## src/rtl/tick_pkg.sv

```systemverilog
// Shared types and reset-default configuration for the tick sequencer.
// State encoding puts busy in bit 0 and paused in bit 1, so both flags decode straight from the state register.
package tick_pkg;

    typedef enum logic [1:0] {
        IDLE  = 2'b00,
        RUN   = 2'b01,
        PAUSE = 2'b11
    } state_t;

    localparam int DEF_DIV   = 11;
    localparam int DEF_TICKS = 0;

endpackage

```

## src/rtl/tick_prescaler.sv

```systemverilog
// N-bit enabled counter with synchronous clear and a run-time terminal compare.
// The terminal flag is combinational so the FSM can act on it in the same cycle.
module tick_prescaler #(
    parameter int N = 8
) (
    input  logic         clk,
    input  logic         reset,
    input  logic         en,
    input  logic         clr,
    input  logic [N-1:0] limit,
    output logic         term
);

    logic [N-1:0] pre_q, pre_d;

    // limit is never 0, so limit-1 cannot underflow
    assign term = (pre_q == limit - N'(1));

    always_comb begin
        pre_d = pre_q;
        if (clr) begin
            pre_d = '0;
        end else if (en) begin
            pre_d = term ? '0 : pre_q + N'(1);
        end
    end

    always_ff @(posedge clk or negedge reset) begin
        if (!reset) pre_q <= '0;
        else        pre_q <= pre_d;
    end

endmodule

```

## src/rtl/tick_sequencer.sv

```systemverilog
// Programmable tick-train controller: registered divisor and burst length,
// start/pause/resume/abort control, one-cycle tick and done pulses.
module tick_sequencer #(
    parameter int N         = 8,
    parameter int M         = 8,
    parameter int DEF_DIV   = tick_pkg::DEF_DIV,
    parameter int DEF_TICKS = tick_pkg::DEF_TICKS
) (
    input  logic         clk,
    input  logic         reset,
    input  logic         cfg_we,
    input  logic [N-1:0] cfg_div,
    input  logic [M-1:0] cfg_ticks,
    input  logic         start,
    input  logic         pause,
    input  logic         resume,
    input  logic         abort,
    output logic         tick,
    output logic         done,
    output logic         busy,
    output logic         paused,
    output logic [M-1:0] ticks_left,
    output logic         cfg_err
);
    import tick_pkg::*;

    state_t       state_q, state_d;
    logic [N-1:0] div_q, div_d;
    logic [M-1:0] tks_q, tks_d;
    logic [M-1:0] left_q, left_d;
    logic         tick_q, tick_d;
    logic         done_q, done_d;
    logic         err_q, err_d;
    logic         cfg_ok;
    logic         pre_en, pre_clr, pre_term;

    tick_prescaler #(.N(N)) u_pre (
        .clk   (clk),
        .reset (reset),
        .en    (pre_en),
        .clr   (pre_clr),
        .limit (div_q),
        .term  (pre_term)
    );

    always_comb begin
        state_d = state_q;
        div_d   = div_q;
        tks_d   = tks_q;
        left_d  = left_q;
        tick_d  = 1'b0;
        done_d  = 1'b0;
        err_d   = err_q;
        pre_en  = 1'b0;
        pre_clr = 1'b0;
        cfg_ok  = cfg_we && (state_q == IDLE) && (cfg_div != '0);

        if (cfg_we) begin
            if (cfg_ok) begin
                div_d = cfg_div;
                tks_d = cfg_ticks;
                err_d = 1'b0;
            end else begin
                err_d = 1'b1;
            end
        end

        case (state_q)
            IDLE: begin
                // a configuration write in the same cycle takes precedence over start
                if (start && !cfg_we) begin
                    state_d = RUN;
                    pre_clr = 1'b1;
                    left_d  = tks_q;
                end
            end
            RUN: begin
                if (abort) begin
                    state_d = IDLE;
                    pre_clr = 1'b1;
                    left_d  = '0;
                end else if (pause) begin
                    state_d = PAUSE;
                end else begin
                    pre_en = 1'b1;
                    if (pre_term) begin
                        tick_d = 1'b1;
                        // ticks_left is zero only in continuous mode
                        if (left_q != '0) begin
                            left_d = left_q - M'(1);
                            if (left_q == M'(1)) begin
                                done_d  = 1'b1;
                                state_d = IDLE;
                            end
                        end
                    end
                end
            end
            PAUSE: begin
                if (abort) begin
                    state_d = IDLE;
                    pre_clr = 1'b1;
                    left_d  = '0;
                end else if (resume) begin
                    state_d = RUN;
                end
            end
            default: state_d = IDLE;
        endcase
    end

    always_ff @(posedge clk or negedge reset) begin
        if (!reset) begin
            state_q <= IDLE;
            div_q   <= N'(DEF_DIV);
            tks_q   <= M'(DEF_TICKS);
            left_q  <= '0;
            tick_q  <= 1'b0;
            done_q  <= 1'b0;
            err_q   <= 1'b0;
        end else begin
            state_q <= state_d;
            div_q   <= div_d;
            tks_q   <= tks_d;
            left_q  <= left_d;
            tick_q  <= tick_d;
            done_q  <= done_d;
            err_q   <= err_d;
        end
    end

    assign tick       = tick_q;
    assign done       = done_q;
    assign busy       = state_q[0];
    assign paused     = state_q[1];
    assign ticks_left = left_q;
    assign cfg_err    = err_q;

endmodule

```

## config.mk

```make
export PLATFORM = sky130hd
export DESIGN_NAME = tick_sequencer
export DESIGN_NICKNAME = d
export VERILOG_FILES = /design/src/rtl/tick_pkg.sv /design/src/rtl/tick_prescaler.sv /design/src/rtl/tick_sequencer.sv
export SDC_FILE = /design/constraint.sdc
export NUM_CORES = 1
export LEC_CHECK = 0
export ABC_AREA = 0
export CAP_MARGIN = 0
export CELL_PAD_IN_SITES_DETAIL_PLACEMENT = 1
export CELL_PAD_IN_SITES_GLOBAL_PLACEMENT = 1
export CORE_ASPECT_RATIO = 1.4
export CORE_MARGIN = 4
export CORE_UTILIZATION = 30
export DETAILED_ROUTE_END_ITERATION = 10
export DONT_BUFFER_PORTS = 1
export GPL_TIMING_DRIVEN = 0
export MAX_ROUTING_LAYER = met4
export PLACE_DENSITY = 0.5
export SLEW_MARGIN = 25
export SYNTH_ARGS = -nofsm -noshare
export SYNTH_HDL_FRONTEND = slang
export SYNTH_SLANG_ARGS = --single-unit
```

## constraint.sdc

```tcl
create_clock -name clk -period 3.3 [get_ports clk]
set_input_delay 0.33 -clock clk [delete_from_list [all_inputs] [get_ports clk]]
set_output_delay 0.33 -clock clk [all_outputs]
set_load 0.05 [all_outputs]
```

======== Word-level counts from Yosys, hierarchy flattened ========
Index checks and enable logic that the tools add are counted.
word-level totals
  logic and storage cells ................. 73
  memories ................................ 0
  input bits .............................. 23
  register bits after elaboration ......... 37
  memory bits (writable) .................. 0
  output and inout bits ................... 13
  bits in read-only memories .............. 0
  bits in latches ......................... 0
cells by class
  $lt $le $gt $ge ......................... 0
  mux-type cells .......................... 36
  reductions and logical operators ........ 13
  equality and inequality tests ........... 13
  add/sub/neg operators ................... 3
  bitwise operators ....................... 0
  multipliers ............................. 0
  divide/modulo/power cells ............... 0
  shift operators ......................... 0
operator list
  operator                                                                  count
  8-bit 2-to-1 mux                                                          9
  8-bit case mux with 3 select lines                                        1
  1-bit 2-to-1 mux                                                          16
  2-bit 2-to-1 mux                                                          8
  8-bit nonzero test                                                        2
  8-bit by 1-bit subtractor with 8-bit output (second input constant)       2
  3-bit inequality test (second input constant)                             3
  8-bit by 1-bit adder with 8-bit output (second input constant)            1
  8-bit by 1-bit equality test with 1-bit output (second input constant)    1
  8-bit equality test                                                       1
  4-bit inequality test (second input constant)                             2
  2-bit case mux with 3 select lines                                        1
  6-bit AND reduction                                                       1
  5-bit AND reduction                                                       1
  4-bit by 3-bit inequality test with 1-bit output (second input constant)  1
  1-bit logical AND                                                         3
  3-bit by 2-bit inequality test with 1-bit output (second input constant)  1
  3-bit nonzero test                                                        1
  2-bit by 1-bit equality test with 1-bit output (second input constant)    1
  2-bit equality test (second input constant)                               1
  2-bit zero test                                                           1
  2-bit by 1-bit inequality test with 1-bit output (second input constant)  1
  2-bit inequality test (second input constant)                             1
  1-bit case mux with 2 select lines                                        1
  other kinds (4)                                                           4

======== Longest topological paths before layout ========
Gate-level depths: netlist of run 1.
  depth in word-level cells ............... 7
  gate-level depth with buffers ........... 10
  mapped depth without buffers ............ 8

======== Hierarchy ========
Synthesis of run 1 repeated with hierarchy kept, for this count alone.
unflattened totals
  cells, all modules ...................... 205
  area total of the unflattened synthesis .. 2172.1 sq um
by module, submodules not included
  module          sequential area each (sq um)  cells each  area each (sq um)  times used
  tick_sequencer  729.4                         120         1451.4             1
  tick_prescaler  200.2                         85          720.7              1

======== Worst setup path before layout of run 1 ========
Ideal clock, no wire load.
  path kind ............................... flip-flop to flip-flop
  start point ............................. register div_q[0]
  end point ............................... register left_q[7] (netlist: ticks_left[7])
  path buffers ............................ 1
  clock period less this slack ............ 2677 ps
  path slack .............................. 623 ps
  stages on the path, launching flop included .. 10
  setup time .............................. 122 ps
  arrival time ............................ 2556 ps
  data required time ...................... 3178 ps
  cells stage by stage .................... dfstp_2 clkbuf_1 inv_1 ha_1 xnor2_1 a211o_1 a311oi_2 o211ai_2 or4_1 a32o_1
between the ends
  longest elaborated chain between the ends .. 4
RTL lines
  item                                                        RTL line               RTL
  start: declaration                                          tick_sequencer.sv:28   logic [N-1:0] div_q, div_d;
  start signal: assignment                                    tick_sequencer.sv:115  div_q <= N'(DEF_DIV);
  start signal: assignment                                    tick_sequencer.sv:123  div_q <= div_d;
  8-bit by 1-bit subtractor with 8-bit output                 tick_prescaler.sv:17   assign term = (pre_q == limit - N'(1));
  8-bit equality test                                         tick_prescaler.sv:17
  3-bit by 2-bit inequality test with 1-bit output (no line)  -
  6-bit AND reduction (no line)                               -
  end signal: assignment                                      tick_sequencer.sv:125  left_q <= left_d;
  end: declaration                                            tick_sequencer.sv:30   logic [M-1:0] left_q, left_d;
Every way passes these cells.
A chain may end at the register's enable or synchronous reset.

======== Worst setup path in the final report of run 1 ========
  start point ............................. register div_q[0]
  end point ............................... register left_q[3] (netlist: ticks_left[3])
The elaborated chain is that of the path after synthesis.

==> metrics.md, run 1 <==
| Metric | Value |
|---|---|
| Unrepaired setup endpoints after global routing | `false` |
| Pin count of the biggest net entering global routing | `38` |
| Die width | `76.8 µm` |
| Ant diodes | `0` |
| H-tree depth | `2` |
| Comb power frac | `24.7%` |
| Worst hold start | `pause` |
| Finish-stage setup viols | `0` |
| CTS max path bufs | `2` |
| DR iter-0 viols | `38` |
| Die Ht | `104 µm` |
| Global Route met1 Usage | `13.8%` |
| TNS Setup | `0 ns` |
| Max Slew Vio Count | `0` |
| Count leader, synth | `dfrtp_1` |
| DRT Wirelength | `5200 µm` |
| Synthesis-to-layout area growth | `10.8%` |
| Final critical-path setup slack | `0.262 ns` |
| Initial core utilization | `31.4%` |
| Nets | `222` |
| Top cells by area, synth | `dfrtp_1 (43%), mux2_2 (6.8%), xnor2_1 (4.4%), dfstp_2 (4.0%), nand2_1 (3.2%)` |
| FFs w/ async S/R, synth | `100%` |
| FF-to-FF Start | `div_q[0]$_DFFE_PN1P_` |
| Leak pwr | `0.000921 µW` |
| Detail Route Antenna Nets | `0` |
| Initial antenna violation count | `0` |
| Yosys reg bits | `37` |
| Core Box Area | `6340 µm²` |
| Synth Area per Inst | `10.7 µm²` |
| Core Rows | `34` |
| Post-synthesis net count | `213` |
| Yosys top cell area share | `42.8%` |
| Peak VDD IR | `370 µV` |
| Min cycle time layout | `3.04 ns` |
| CTS sink cnt | `37` |
| Top_reg_cell synth | `dfrtp_1` |
| Grt met3 use | `3.12%` |
| Yosys top cell by area | `dfrtp_1` |
| Via-per-instance ratio | `5.62` |
| Pre-CTS setup slack | `0.224 ns` |
| Gr usage total | `14.0%` |
| Sequential-to-total area share from yosys stat | `46.7%` |
| Post-detailed-route DRC marker count | `0` |
| Area occupied by multi-input gates | `996 µm²` |
| Via count | `1,506` |
| Max frequency | `329 MHz` |
| Endpoint class of the critical path | `register` |
| Die area | `8020 µm²` |
| Cell area power density | `676 nW/µm²` |
| Sw Ratio | `41.3%` |
| Int Pwr | `874 µW` |
| Netlist Area Pre-Place | `1990 µm²` |
| Crit path from | `div_q[0]$_DFFE_PN1P_` |
| Slew HR | `48.6%` |
| Grt peak-use layer | `met2` |
| Worst clock skew | `0.00998 ns` |
| Synth Warn # | `0` |
| Least-Margin Pin Slew | `0.772 ns` |
| Num CTS Buffers | `5` |
| Clk pwr share | `22.3%` |
| Worst-Skew Late Latency | `0.29 ns` |
| Critical Path Start Type | `register` |
| Post-DP HPWL | `4090 µm` |
| Number of synthesized flops with an enable pin | `0` |
| Setup Crit Path Kind | `reg -> reg` |
| Status | `completed` |
| Switching pwr | `615 µW` |
| IO Port Bufs | `0` |
| Drt wl/cell | `19.4 µm` |
| CP Data Arrival Time | `3.21 ns` |
| CTS tree | `built` |
| Max-cap viol count | `0` |
| Fin crit share | `92.1%` |
| First-pass GRT wire length | `8520 µm` |
| Clk pin slew, worst setup/hold paths | `0.08 ns` |
| CTS Root Cell | `clkbuf_8` |
| Ports | `36` |
| CP required | `3.48 ns` |
| Reg power frac | `53.0%` |
| Synth top cells by count | `dfrtp_1 (34), nand2_1 (17), nor2_1 (16), mux2_2 (12), xnor2_1 (10)` |
| Final GP Congestion | `0.762` |
| Share of post-route cells with drive strength above 1 | `16.8%` |
| Number of distinct library cells after synthesis | `52` |
| DR pass1 iterations | `4` |
| CP Max Fanout | `10` |
| Final Hold Violating Endpoints | `0` |
| Sequential Area | `930 µm²` |
| GR Util met2 | `26.7%` |
| Synthesized instance count | `186` |
| Vias in the first global route | `1,645` |
| Gr ovfl total | `0` |
| Hold Crit Class | `in -> reg` |
| FILL cells | `708` |
[final cells by class]
class                           instances  area share, %
Tap cell                               72           4.09
Timing Repair Buffer                    2           1.36
Buffer                                  5           1.19
Multi-Input combinational cell        134           45.2
Clock buffer                            7           3.92
Clock inverter                          1          0.341
Inverter                               10           1.70
Sequential cell                        37           42.2
[critical path, cell delays in order, from the launching register on]
cell and delay [ns]:
dfstp_2 0.52, clkbuf_1 0.31, inv_1 0.09, ha_1 0.32, xnor2_1 0.14, a211o_1 0.25
a311oi_2 0.29, o211ai_2 0.19, buf_6 0.19, or3_1 0.38, a32o_1 0.27
[per-layer routing]
metal / share of wire (%) / vias to the layer above
li1: - / 692
met5: 0 / -
met4: 1.4 / 0
met3: 3.6 / 6
met1: 37 / 787
met2: 58 / 21
[cells by family after synthesis]
logic type                 synth area share (%)
AOI/OAI and AO/OA                          13.8
xor gates and xnor gates                   6.60
adders and majority gates                  2.52
buffers and inverters                      3.21
DFF                                        46.7
muxes                                      8.30
and+or+nand+nor                            18.8
[registers in the layout (all words and copies together) (netlist names)]
| register | flops |
|---|---|
| cfg_err | 1 |
| div_q | 8 |
| done | 1 |
| state_q | 2 |
| tick | 1 |
| ticks_left | 8 |
| tks_q | 8 |
| u_pre.pre_q | 8 |
[per-stage QoR]
| step | cells | utilization, % | hold WS [ns] | total power (µW) | cell area [µm²] |
|---|---|---|---|---|---|
| after CTS | 268 | 34.8 | 0.103 | 1520 | 2200 |
| final | 268 | 34.8 | 0.113 | 1490 | 2200 |
| after global routing | 268 | 34.8 | 0.100 | 1590 | 2200 |
| after global placement | 258 | 32.8 | 0.0356 | 1140 | 2080 |
| after detailed placement | 258 | 32.8 | 0.0358 | 1160 | 2080 |
| after floorplan | 186 | - | 0.0344 | 1050 | 1990 |
[path summary, 6_finish.rpt]
path	end	cells past startpoint	slack [ns]
worst min register to register	div_q[3]$_DFFE_PN1P_	2	0.51
max in group asynchronous	div_q[3]$_DFFE_PN1P_	2	2.55
worst max-delay path	ticks_left[3]$_DFFE_PN0P_	10	0.26
worst min-delay path	tick$_DFF_PN0_	1	0.11
worst max register to register	ticks_left[3]$_DFFE_PN0P_	10	0.26
min in group asynchronous	ticks_left[2]$_DFFE_PN0P_	2	0.48
[power groups by stage]
stage / Combinational, µW / Sequential (µW) / Clock (µW)
6_report: 367 / 789 / 332
2_1_floorplan: 283 / 764 / 0
4_1_cts: 373 / 794 / 350
3_3_place_gp: 346 / 799 / 0
5_1_grt: 416 / 809 / 369
3_5_place_dp: 358 / 805 / 0
[what timing repair did]
action / CTS / global route
hold endpoints to repair: 37 / 0
hold buffers: 2 / 0
gates resized for setup: 0 / 0
buffers inserted: 0 / 0
[cells in the final DEF, fill, tap and decap left out, types with 5 or more instances in the layout]
master,Yosys,final
dfrtp_1,34,34
nand2_1,17,17
nor2_1,16,16
mux2_2,12,12
xnor2_1,10,10
inv_1,9,9
clkbuf_8,0,6
clkbuf_1,4,5
or3_1,5,5
xor2_1,5,5
a32o_1,5,5
Power figures use the tool's default switching activity.
==> run 2, diff against run 1 <==
--- a/config.mk
+++ b/config.mk
@@ -15,7 +15,6 @@
 export DETAILED_ROUTE_END_ITERATION = 10
 export DONT_BUFFER_PORTS = 1
 export GPL_TIMING_DRIVEN = 0
-export MAX_ROUTING_LAYER = met4
 export PLACE_DENSITY = 0.5
 export SLEW_MARGIN = 25
 export SYNTH_ARGS = -nofsm -noshare
==> metrics.md, run 2 (synthesis results as in run 1) <==
| Metric | Value |
|---|---|
| Sw Ratio | `41.3%` |
| H-tree depth | `2` |
| Ant diodes | `0` |
| Die Ht | `104 µm` |
| Post-route insts no fill | `268` |
| Share of post-route cells with drive strength above 1 | `16.8%` |
| Worst-Skew Late Latency | `0.29 ns` |
| Most frequent cells in the layout | `dfrtp_1 (34), nand2_1 (17), nor2_1 (16)` |
| Nets | `222` |
| Drt wl/cell | `19.5 µm` |
| Sequential Area | `930 µm²` |
| Detail Route Antenna Nets | `0` |
| CP required | `3.48 ns` |
| CTS tree | `built` |
| DR pass1 iterations | `4` |
| Die area | `8020 µm²` |
| Final critical-path setup slack | `0.268 ns` |
| CP Max Fanout | `10` |
| Final Hold Violating Endpoints | `0` |
| Pre-CTS setup slack | `0.224 ns` |
| Unrepaired setup endpoints after global routing | `false` |
| Clk pwr share | `22.3%` |
| Status | `completed` |
| Peak VDD IR | `371 µV` |
| Slew HR | `47.6%` |
| Max Slew Vio Count | `0` |
| Clk pin slew, worst setup/hold paths | `0.08 ns` |
| Cell total after placement | `258` |
| Post-CTS setup buffer count | `0` |
| Post-detailed-route DRC marker count | `0` |
| DR iter-0 viols | `43` |
| Least-Margin Pin Slew | `0.787 ns` |
| TNS Setup | `0 ns` |
| Post-DP HPWL | `4090 µm` |
| Gr ovfl total | `0` |
| Max-cap viol count | `0` |
| Initial core utilization | `31.4%` |
| Hold Crit Class | `in -> reg` |
| Critical Path Start Type | `register` |
| Endpoint class of the critical path | `register` |
| CTS max path bufs | `2` |
| First-pass GRT wire length | `8500 µm` |
| Leak pwr | `0.000921 µW` |
| Min cycle time layout | `3.03 ns` |
| Cell area power density | `675 nW/µm²` |
| Setup Crit Path Kind | `reg -> reg` |
| Core Box Area | `6340 µm²` |
| Post-CTS Resized | `0` |
| DRT Wirelength | `5230 µm` |
| CTS Root Cell | `clkbuf_8` |
| Reg power frac | `53.0%` |
| Die width | `76.8 µm` |
| Final GP Congestion | `0.753` |
| Fin crit share | `91.9%` |
| Comb power frac | `24.7%` |
| Ports | `36` |
| CTS sink cnt | `37` |
| IO Port Bufs | `0` |
| Commonest non-fill, non-tap cell in the layout | `dfrtp_1` |
| Worst clock skew | `0.00921 ns` |
| Vias in the first global route | `1,647` |
| Finished Core Util | `34.8%` |
| Synthesis-to-layout area growth | `10.8%` |
| Max frequency | `330 MHz` |
| Core Rows | `34` |
| CP Data Arrival Time | `3.21 ns` |
| Pin count of the biggest net entering global routing | `38` |
| Num CTS Buffers | `5` |
| FILL cells | `708` |
| Via-per-instance ratio | `5.55` |
| Gr usage total | `13.6%` |
| Int Pwr | `874 µW` |
| Initial antenna violation count | `0` |
| Finish-stage setup viols | `0` |
| Area occupied by multi-input gates | `996 µm²` |
| Switching pwr | `615 µW` |
| Via count | `1,488` |
run 2: cell type report:
class                   instances  area share [%]
plain buffers                   5            1.19
clock buffers                   7            3.92
clock inverters                 1           0.341
inverters                      10            1.70
multi-input cells             134            45.2
flip-flops and latches         37            42.2
well taps                      72            4.09
repair buffers                  2            1.36
run 2: repair_timing:
item,CTS,global route
endpoints found under the hold margin,37,0
endpoints found under the setup margin,0,0
hold buffers,2,0
run 2: stage by stage:
stage / total power, µW / hold slack (ns) / cell area (µm²)
3_3_place_gp: 1140 / 0.0356 / 2080
2_1_floorplan: 1050 / 0.0344 / 1990
5_1_grt: 1590 / 0.100 / 2200
4_1_cts: 1520 / 0.103 / 2200
6_report: 1490 / 0.113 / 2200
3_5_place_dp: 1160 / 0.0358 / 2080
run 2: power groups by stage:
| stage | Clock, µW | Sequential, µW | Combinational, µW |
|---|---|---|---|
| 2_1_floorplan | 0 | 764 | 283 |
| 3_3_place_gp | 0 | 799 | 346 |
| 3_5_place_dp | 0 | 805 | 358 |
| 4_1_cts | 350 | 794 | 373 |
| 5_1_grt | 368 | 808 | 415 |
| 6_report | 332 | 789 | 367 |
run 2: worst paths after layout:
kind | depth (start not counted) | slack [ns] | startpoint | end
max in group asynchronous | 2 | 2.55 | reset | div_q[3]$_DFFE_PN1P_
worst min register to register | 2 | 0.51 | div_q[3]$_DFFE_PN1P_ | div_q[3]$_DFFE_PN1P_
worst max-delay path | 10 | 0.27 | div_q[0]$_DFFE_PN1P_ | ticks_left[3]$_DFFE_PN0P_
worst min-delay path | 1 | 0.11 | pause | tick$_DFF_PN0_
worst max register to register | 10 | 0.27 | div_q[0]$_DFFE_PN1P_ | ticks_left[3]$_DFFE_PN0P_
min in group asynchronous | 2 | 0.48 | reset | ticks_left[3]$_DFFE_PN0P_
run 2: routing by layer:
metal | global-route usage (%) | share of wire (%)
met4 | 4.66 | 1.4
met2 | 26.8 | 58
met3 | 3.21 | 4.0
met1 | 13.5 | 37
met5 | 0 | 0
run 2: worst max-delay path: stages, from the launching register on:
cell      delay, ns
dfstp_2        0.52
clkbuf_1       0.31
inv_1          0.09
ha_1           0.32
xnor2_1        0.14
a211o_1        0.25
a311oi_2       0.29
o211ai_2       0.18
buf_6          0.18
or3_1          0.38
a32o_1         0.27
==> run 3, diff against run 2 <==
--- a/config.mk
+++ b/config.mk
@@ -19,4 +19,5 @@
 export SLEW_MARGIN = 25
 export SYNTH_ARGS = -nofsm -noshare
 export SYNTH_HDL_FRONTEND = slang
+export SYNTH_HIERARCHICAL = 1
 export SYNTH_SLANG_ARGS = --single-unit
==> metrics.md, run 3 <==
| Metric | Value |
|---|---|
| Status | `completed` |
| CP Data Arrival Time | `3.35 ns` |
| Endpoint class of the critical path | `register` |
| Post-detailed-route DRC marker count | `0` |
| R2R Path End | `ticks_left[5]$_DFFE_PN0P_` |
| DR iter-0 viols | `48` |
| Final GP Congestion | `0.841` |
| Max-cap viol count | `0` |
| Vias in the first global route | `1,913` |
| CTS tree | `built` |
| Synth top cells by count | `dfrtp_1 (34), nor2_1 (17), mux2_2 (16), nand2_1 (10), nor3_1 (9)` |
| Via count | `1,721` |
| Yosys reg bits | `37` |
| Setup Crit Path Kind | `reg -> reg` |
| Netlist Area Pre-Place | `2170 µm²` |
| Number of distinct library cells after synthesis | `57` |
| Worst hold start | `pause` |
| Post-synthesis net count | `232` |
| First-pass GRT wire length | `10,200 µm` |
| Ports | `36` |
| Detail Route Antenna Nets | `0` |
| Synth Area in Simple Gates | `19.8%` |
| FILL cells | `830` |
| Sequential-to-total area share from yosys stat | `42.8%` |
| Yosys top cell by area | `dfrtp_1` |
| Critical Path Start Type | `register` |
| FFs w/ async S/R, synth | `100%` |
| CP max stage delay | `0.48 ns` |
| Endpoint, Worst Hold | `tick$_DFF_PN0_` |
| Share of post-route cells with drive strength above 1 | `19.8%` |
| CP Max Fanout | `7` |
| Finish-stage setup viols | `0` |
| Top cells by area, synth | `dfrtp_1 (39%), mux2_2 (8.3%), dfstp_2 (3.6%), nor2_1 (2.9%), xnor2_1 (2.4%)` |
| Synth Area per Inst | `10.6 µm²` |
| IO Port Bufs | `0` |
| Final std cell area, no fill | `2460 µm²` |
| Yosys top cell area share | `39.2%` |
| Slew HR | `50.5%` |
| Synthesis-to-layout area growth | `13.5%` |
| Post-DP Area | `2290 µm²` |
| Via-per-instance ratio | `5.52` |
| Nets | `243` |
| Fin crit share | `96.5%` |
| Multiplexer area fraction after synthesis | `10.1%` |
| Final Hold Violating Endpoints | `0` |
| Pin count of the biggest net entering global routing | `38` |
| Post-synthesis adder-cell area fraction | `2.30%` |
| Worst clock skew | `0.00997 ns` |
| Most frequent cells in the layout | `dfrtp_1 (34), nor2_1 (17), mux2_2 (16)` |
| Worst-Skew Late Latency | `0.29 ns` |
| Delay-heaviest family, CP | `compound AO/OA/AOI/OAI gates` |
| Synth Warn # | `6` |
| Largest family of logic cells by synthesized area | `simple AND/OR/NAND/NOR gates` |
| Gr usage total | `15.1%` |
| Min cycle time layout | `3.19 ns` |
| Hold Crit Class | `in -> reg` |
| Count leader, synth | `dfrtp_1` |
| Crit path top cell by count | `inv_1` |
| Drt wl/cell | `19.8 µm` |
| Clk pin slew, worst setup/hold paths | `0.08 ns` |
| Unrepaired setup endpoints after global routing | `false` |
| Least-Margin Pin Slew | `0.743 ns` |
| Number of synthesized flops with an enable pin | `0` |
| Xor and xnor area share after synthesis | `3.23%` |
| Cell area power density | `696 nW/µm²` |
| Peak VDD IR | `439 µV` |
| Commonest non-fill, non-tap cell in the layout | `dfrtp_1` |
| CTS max path bufs | `2` |
| Max frequency | `314 MHz` |
| Synthesized instance count | `205` |
| Crit path cell chain | `inv_1 > ha_2 > or3b_1 > or4_1 > a211o_1 > a211oi_4 > inv_1 > a311oi_4 > buf_6 > o221ai_1 > o2bb2ai_1` |
| Ant diodes | `0` |
| Worst hold stages | `1` |
| H-tree depth | `2` |
| Cell total after placement | `300` |
| CTS sink cnt | `37` |
| Worst r2r path cells | `11` |
| CP max-delay cell | `or4_1` |
| Die Ht | `109 µm` |
| Max Slew Vio Count | `0` |
| Leak pwr | `0.000940 µW` |
| Core Box Area | `7030 µm²` |
| Die area | `8690 µm²` |
| Num CTS Buffers | `5` |
| Post-route insts no fill | `312` |
| R2r setup slk | `0.11 ns` |
| Die width | `79.9 µm` |
| CP required | `3.47 ns` |
| FF-to-FF Start | `div_q[0]$_DFFE_PN1P_` |
| Worst path bufs/invs | `3` |
| Gr ovfl total | `0` |
| Initial core utilization | `30.9%` |
| Core Rows | `36` |
| Post-synthesis compound-gate area fraction | `18.4%` |
| Post-DP HPWL | `4480 µm` |
| Top_reg_cell synth | `dfrtp_1` |
| CTS Root Cell | `clkbuf_8` |
| DRT Wirelength | `6190 µm` |
| DR pass1 iterations | `4` |
| Initial antenna violation count | `0` |
## run 3: area by class of cell
type / count / area, µm² / area share [%]
clock inverter: 1 / 30.0 / 1.22
clock buffer: 7 / 86.3 / 3.50
buffer: 7 / 42.5 / 1.73
tap: 95 / 119 / 4.82
sequential: 37 / 930 / 37.7
inverter: 8 / 30.0 / 1.22
timing repair buffer: 4 / 48.8 / 1.98
multi-input combinational: 153 / 1180 / 47.8
## run 3: report_power, final
| part | internal, µW | switching, µW | leakage (µW) |
|---|---|---|---|
| clock network | 247 | 169 | 0.0000585 |
| logic | 198 | 227 | 0.000421 |
| registers | 547 | 327 | 0.000460 |
| total | 992 | 722 | 0.000940 |
## run 3: cells by family after synthesis
| kind of cell | after synthesis |
|---|---|
| adders and majority gates | 4 |
| and+or+nand+nor | 74 |
| AOI/OAI and AO/OA | 47 |
| xor gates and xnor gates | 8 |
| muxes | 20 |
| DFF | 37 |
| buffers and inverters | 15 |
## run 3: worst max path at each step
| stage | depth (start not counted) | to | startpoint | slack [ns] |
|---|---|---|---|---|
| finish | 11 | ticks_left[5]$_DFFE_PN0P_ | div_q[0]$_DFFE_PN1P_ | 0.11 |
| global placement | 10 | ticks_left[6]$_DFFE_PN0P_ | div_q[0]$_DFFE_PN1P_ | -0.17 |
| global route | 11 | ticks_left[5]$_DFFE_PN0P_ | div_q[0]$_DFFE_PN1P_ | 0.01 |
| CTS | 11 | ticks_left[2]$_DFFE_PN0P_ | div_q[0]$_DFFE_PN1P_ | 0.05 |
| detailed placement | 10 | ticks_left[6]$_DFFE_PN0P_ | div_q[0]$_DFFE_PN1P_ | -0.28 |
| floorplan | 10 | ticks_left[2]$_DFFE_PN0P_ | div_q[0]$_DFFE_PN1P_ | 0.23 |
## run 3: repair_timing
| item | 4_1_cts | 5_1_grt |
|---|---|---|
| hold buffers | 2 | 0 |
| setup buffers | 2 | 0 |
| resized for setup | 0 | 3 |
| endpoints found under the hold margin | 37 | 0 |
| pin swaps | 2 | 0 |
| endpoints found under the setup margin | 8 | 8 |
## run 3: per-stage QoR
step | setup slack, ns | util [%] | total power [µW] | TNS (ns) | hold slack, ns
floorplan | 0.229 | - | 1160 | 0 | 0.0344
global placement | -0.170 | 32.6 | 1270 | -1.14 | 0.0359
detailed placement | -0.278 | 32.6 | 1290 | -2.03 | 0.0359
CTS | 0.0521 | 34.9 | 1740 | 0 | 0.0990
global route | 0.0107 | 35.1 | 1830 | 0 | 0.0952
finish | 0.114 | 35.1 | 1710 | 0 | 0.113
## run 3: layer usage
metal | track usage [%] | vias up | share of wire [%]
met2 | 27.1 | 26 | 56
met3 | 2.81 | 7 | 2.5
li1 | - | 806 | -
met5 | 0 | - | 0
met4 | 5.07 | 0 | 1.8
met1 | 17.9 | 882 | 40
